<file path="config.mk">
export PLATFORM = sky130hd
export DESIGN_NAME = alu_exec
export DESIGN_NICKNAME = d
export VERILOG_FILES = /design/src/rtl/alu_exec.sv
export SDC_FILE = /design/constraint.sdc
export NUM_CORES = 1
export LEC_CHECK = 0
export ABC_AREA = 1
export CAP_MARGIN = 20
export CORE_UTILIZATION = 40
export CTS_BUF_LIST = sky130_fd_sc_hd__clkbuf_4 sky130_fd_sc_hd__clkbuf_8
export CTS_CLUSTER_SIZE = 12
export DETAILED_ROUTE_END_ITERATION = 8
export GPL_TIMING_DRIVEN = 0
export MAX_ROUTING_LAYER = met4
export PLACE_DENSITY = 0.61
export REMOVE_ABC_BUFFERS = 1
export SYNTH_ARGS = -nofsm -noshare
export SYNTH_HDL_FRONTEND = slang
export SYNTH_SLANG_ARGS = --single-unit
</file>
<file path="constraint.sdc">
create_clock -name clk -period 0.8 [get_ports clk]
set_input_delay 0.12 -clock clk [delete_from_list [all_inputs] [get_ports clk]]
set_output_delay 0.12 -clock clk [all_outputs]
set_load 0.05 [all_outputs]
</file>
<file path="src/rtl/alu_exec.sv">
// ALU execute stage: single-cycle logic/arith ops; iterative MUL/DIV only when ALU_EXEC_MULDIV_EN is defined.
// Latency: done one cycle after the accepting edge, or WIDTH+1 cycles for MUL/DIV.
// Backpressure: start is accepted only when busy=0 (IDLE or DONE); it is ignored while iterating.
module alu_exec #(
    parameter int WIDTH = 32
) (
    input  logic             clk,
    input  logic             rst_n,
    input  logic             start,
    input  logic [3:0]       alu_ctl,
    input  logic [WIDTH-1:0] a,
    input  logic [WIDTH-1:0] b,
    output logic             busy,
    output logic             done,
    output logic [WIDTH-1:0] result,
    output logic             zero,
    output logic             dbz,
    output logic             illegal
);

    typedef enum logic [1:0] {IDLE, MUL, DIV, DONE} state_t;

    state_t           state, state_nxt;
    logic             accept;
    logic [WIDTH-1:0] op_res;
    logic             op_dbz, op_ill;

`ifdef ALU_EXEC_MULDIV_EN
    localparam int CW = $clog2(WIDTH) + 1;

    logic             op_mul, op_div;
    logic [CW-1:0]    cnt;
    logic             last;
    logic [WIDTH-1:0] acc_a, acc_b, acc_r;
    logic [WIDTH-1:0] acc_a_nxt, acc_r_nxt, step_res;
    logic [WIDTH:0]   shifted, diff;

    assign last = (cnt == CW'(WIDTH - 1));
`endif

    always_comb begin
        op_res = '0;
        op_dbz = 1'b0;
        op_ill = 1'b0;
`ifdef ALU_EXEC_MULDIV_EN
        op_mul = 1'b0;
        op_div = 1'b0;
`endif
        case (alu_ctl)
            4'b0000: op_res = a & b;
            4'b0001: op_res = a | b;
            4'b0010: op_res = a + b;
            4'b0110: op_res = a - b;
            4'b0011: op_res = ~(a | b);
            4'b0100: op_res = a ^ b;
            4'b0111: op_res = {{(WIDTH-1){1'b0}}, ($signed(a) < $signed(b))};
`ifdef ALU_EXEC_MULDIV_EN
            4'b1010: op_mul = 1'b1;
            4'b1111: begin
                if (b == '0) begin
                    op_res = '1;
                    op_dbz = 1'b1;
                end else begin
                    op_div = 1'b1;
                end
            end
`endif
            default: op_ill = 1'b1;
        endcase
    end

    always_ff @(posedge clk or negedge rst_n) begin
        if (!rst_n) state <= IDLE;
        else        state <= state_nxt;
    end

    always_comb begin
        state_nxt = state;
        busy      = 1'b0;
        done      = 1'b0;
        accept    = 1'b0;
        case (state)
            IDLE, DONE: begin
                done      = (state == DONE);
                accept    = start;
                state_nxt = start ? DONE : IDLE;
`ifdef ALU_EXEC_MULDIV_EN
                if (start && op_mul) state_nxt = MUL;
                if (start && op_div) state_nxt = DIV;
`endif
            end
`ifdef ALU_EXEC_MULDIV_EN
            MUL, DIV: begin
                busy = 1'b1;
                if (last) state_nxt = DONE;
            end
`endif
            default: state_nxt = IDLE;
        endcase
    end

`ifdef ALU_EXEC_MULDIV_EN
    // MUL: acc_a=multiplicand, acc_b=multiplier, acc_r=product.
    // DIV: acc_a=dividend shifting out / quotient shifting in, acc_b=divisor, acc_r=remainder.
    always_comb begin
        shifted = {acc_r, acc_a[WIDTH-1]};
        diff    = shifted - {1'b0, acc_b};
        if (state == MUL) begin
            acc_a_nxt = acc_a << 1;
            acc_r_nxt = acc_b[0] ? acc_r + acc_a : acc_r;
            step_res  = acc_r_nxt;
        end else begin
            acc_a_nxt = {acc_a[WIDTH-2:0], ~diff[WIDTH]};
            acc_r_nxt = diff[WIDTH] ? shifted[WIDTH-1:0] : diff[WIDTH-1:0];
            step_res  = acc_a_nxt;
        end
    end
`endif

    always_ff @(posedge clk or negedge rst_n) begin
        if (!rst_n) begin
            result  <= '0;
            zero    <= 1'b0;
            dbz     <= 1'b0;
            illegal <= 1'b0;
`ifdef ALU_EXEC_MULDIV_EN
            cnt     <= '0;
            acc_a   <= '0;
            acc_b   <= '0;
            acc_r   <= '0;
`endif
        end else begin
`ifdef ALU_EXEC_MULDIV_EN
            if (busy) begin
                acc_a <= acc_a_nxt;
                acc_r <= acc_r_nxt;
                if (state == MUL) acc_b <= acc_b >> 1;
                cnt <= last ? '0 : cnt + 1'b1;
                if (last) begin
                    result  <= step_res;
                    zero    <= (step_res == '0);
                    dbz     <= 1'b0;
                    illegal <= 1'b0;
                end
            end
            // A multi-cycle op leaves the previous result visible until its own done.
            if (accept && (op_mul || op_div)) begin
                acc_a <= a;
                acc_b <= b;
                acc_r <= '0;
                cnt   <= '0;
            end else
`endif
            if (accept) begin
                result  <= op_res;
                zero    <= (op_res == '0);
                dbz     <= op_dbz;
                illegal <= op_ill;
            end
        end
    end

endmodule

</file>
==> metrics.txt <==
Post-Synth Simple-Gate Area 43.3%; Max Cap Viol 0; area delta synth->final 75.3%; min Tclk post-route 2.02 ns; Routed Antenna Nets 0; largest family of logic cells by synthesized area simple AND/OR/NAND/NOR gates; RR Endpoint result[1]; DR WL/cell 17.9 µm; cts bufs inserted 5; post-synthesis register bit count 35; Worst EP arrival 2.25 ns; adder-cell share of the synthesized area 16.5%; post-route setup slack -1.22 ns; gpl congestion 1.00; Clock Skew 0 ns; CP bufs+invs 4; clock latency on the worst-skew pair 0.29 ns; Placed Area 0.00922 mm²; n_diodes 0; CTS root buffer clkbuf_8; worst r2r path cells 3; Iter 0 DRT Violations 775; Final Hold Vio Count 35; number of synthesis warnings 0; drt pass-1 iters 8; sequential-to-total area share from yosys stat 10.9%; clock tree buffer depth 2; global route overflow 0; number of synthesized flops with an enable pin 0; failing checks hold timing, setup timing; Slew Limit Headroom 49.6%; post-synthesis mux area share 0%; drt via density 5.41; post-DP HPWL 24100 µm; largest net degree at the start of global routing 36; mean cell area of the mapped netlist 5.33 µm²; Initial Utilization 41.1%; Post-Synth XOR/XNOR Area 0.218%; CTS tree built; Fin Hold WS -0.110 ns; WS Path Type primary input to flip-flop; Synth Area in Compound Gates 11.3%; Die ar. 0.0207 mm²; first-pass GRT wire length 53600 µm; CP startpoint a[0]; Design Area, Final 0.0141 mm²; Worst Path Required 1.03 ns; via count of the first global-routing pass 10385; Reg2Reg Launch Point result[1]; Largest delay share family, worst path simple AND/OR/NAND/NOR gates; CP max-delay cell fa_2; Max VDD drop 0.000610 V; ys async rst share 100%; prevailing post-synth register cell dfrtp_1; Ports 108; cells after synthesis 1509; synthesized area 0.00805 mm²; final wirelength 36500 µm; TNS Setup -33.82 ns; P per Cell Area 980 mW/mm²; Worst Tran Pin Value 0.757 ns; slowest stage delay, CP 0.36 ns; # DRC 0; RSZ-0062 raised after global routing yes; antenna violations before repair 0; Die W 144 µm; crit-path cells buf_8, inv_4, ha_4, fa_2, inv_2, nand2_4, nand3_4, nand2_4, nand2_4, nand2_4, nand2_4, nand4_1, nand2_1, nand2_1, nand3_2, nand2_2, inv_2, nand2_1, nor2_1, nand2_1, nand2_1; Total GRT Usage 34.8%; crit path max fanout 3; H-tree Lvls 2; f_max 496 MHz; Crit. End Element flip-flop; Clk pin slew, worst setup/hold paths 0.07 ns; P_leak 7.33 nW; status finished, violations left; row cnt 51; period utilisation layout 252%; r2r setup slk -0.11 ns; Setup crit start kind primary input; core box area 0.0196 mm²; Pins Over Slew Limit 0; Port Buffers 105; layout cell share with drive strength beyond 1 51.0%; final setup fails 68; vias 11020; CTS Sinks 35; hold crit path type primary input to async pin; Unique masters post-synth 38; fin nets 1946; die height 144 µm
[synthesized netlist by cell type (3+ instances only)]
| cell type | instances | area, µm² |
|---|---|---|
| and3_1 | 3 | 18.8 |
| a21oi_1 | 50 | 250 |
| nor3_1 | 9 | 45.0 |
| o22ai_1 | 22 | 138 |
| and2_1 | 3 | 18.8 |
| ha_1 | 103 | 1290 |
| nand2_1 | 518 | 1940 |
| o21bai_1 | 6 | 45.0 |
| clkbuf_1 | 8 | 30.0 |
| a211oi_1 | 8 | 60.1 |
| nand2_2 | 3 | 18.8 |
| dfrtp_1 | 35 | 876 |
| nand3_1 | 147 | 736 |
| buf_2 | 31 | 155 |
| o21ai_0 | 39 | 195 |
| a221oi_1 | 19 | 166 |
| buf_4 | 5 | 37.5 |
| nor2_2 | 4 | 25.0 |
| nor2_1 | 143 | 537 |
| inv_1 | 311 | 1170 |
| o21a_1 | 3 | 22.5 |
| nand4_1 | 14 | 87.6 |
| inv_2 | 7 | 26.3 |
[per-layer routing]
| layer | track usage, % | vias up | wire (µm) |
|---|---|---|---|
| met3 | 5.76 | 119 | 2950 |
| met2 | 55.9 | 488 | 17000 |
| met1 | 43.1 | 5214 | 15000 |
| li1 | - | 5199 | - |
| met4 | 14.3 | 0 | 1560 |
| met5 | - | - | 0 |
[final cells by class]
class | count | area, µm²
clock buffers | 7 | 83.8
clock inverters | 1 | 5.00
fillers | 1587 | 5480
inverters | 318 | 1330
multi-input cells | 1113 | 8660
flip-flops and latches | 35 | 876
well taps | 265 | 332
repair buffers | 293 | 2800
repair inverters | 4 | 30.0
[kinds of logic (layout without fill, tap and decap cells)]
group | count (synthesis) | in the layout
buffers and inverters | 364 | 623
AO/OA/AOI/OAI | 152 | 152
flip-flops | 35 | 35
adder cells (fa/ha/maj) | 105 | 105
AND/OR/NAND/NOR | 850 | 852
other | 1 | 2
XOR/XNOR | 2 | 2
[metrics by stage]
step           instances  worst slack [ns]  hold slack (ns)  utilization (%)  power, mW
6_report            2036             -1.22           -0.110             72.0       13.8
2_1_floorplan       1464             -1.16           -0.176                -       5.92
4_1_cts             1996             -1.17          -0.0833             65.2       12.3
3_5_place_dp        1835             -2.45            0.232             47.0       8.04
5_1_grt             2036             -1.38          -0.0413             72.0       14.5
3_3_place_gp        1834             -3.23            0.464             47.0       8.02
[cells in the final DEF (no fill, tap or decap), drive strengths merged, types with 22 or more instances in the layout]
master and count:
a21oi 50, buf 270, dfrtp 35, ha 103
inv 315, nand2 523, nand3 148, nor2 148
o21ai 40, o22ai 22
[worst max-delay path by stage]
stage | to | slack, ns | cells after the start
after floorplan | zero | -1.16 | 20
after global placement | zero | -3.23 | 12
after detailed placement | zero | -2.45 | 21
after CTS | zero | -1.17 | 21
after global routing | zero | -1.38 | 21
final | zero | -1.22 | 21
[repair_timing]
action / 4_1_cts / 5_1_grt
endpoints found under the hold margin: 35 / 35
gates cloned: 6 / 0
gates resized for setup: 1175 / 286
setup buffers: 150 / 45
pin swaps: 224 / 168
endpoints found under the setup margin: 70 / 68
[report_power, final]
group | switching (mW) | total, mW | internal (mW) | leakage, nW
registers | 0.130 | 2.09 | 1.96 | 0.462
clock network | 0.639 | 1.32 | 0.678 | 0.0491
logic | 6.25 | 10.4 | 4.18 | 6.82
[worst register-to-register path: stages, from the launching register on]
cell and delay [ns]:
dfrtp_1 0.39, buf_4 0.13, buf_4 0.12, o21a_1 0.16
[flip-flops by register name, indices dropped and copies added (netlist names)]
signal / cells
illegal: 1
result: 32
state: 1
zero: 1
Note: power is estimated with default switching activity, not from simulation.
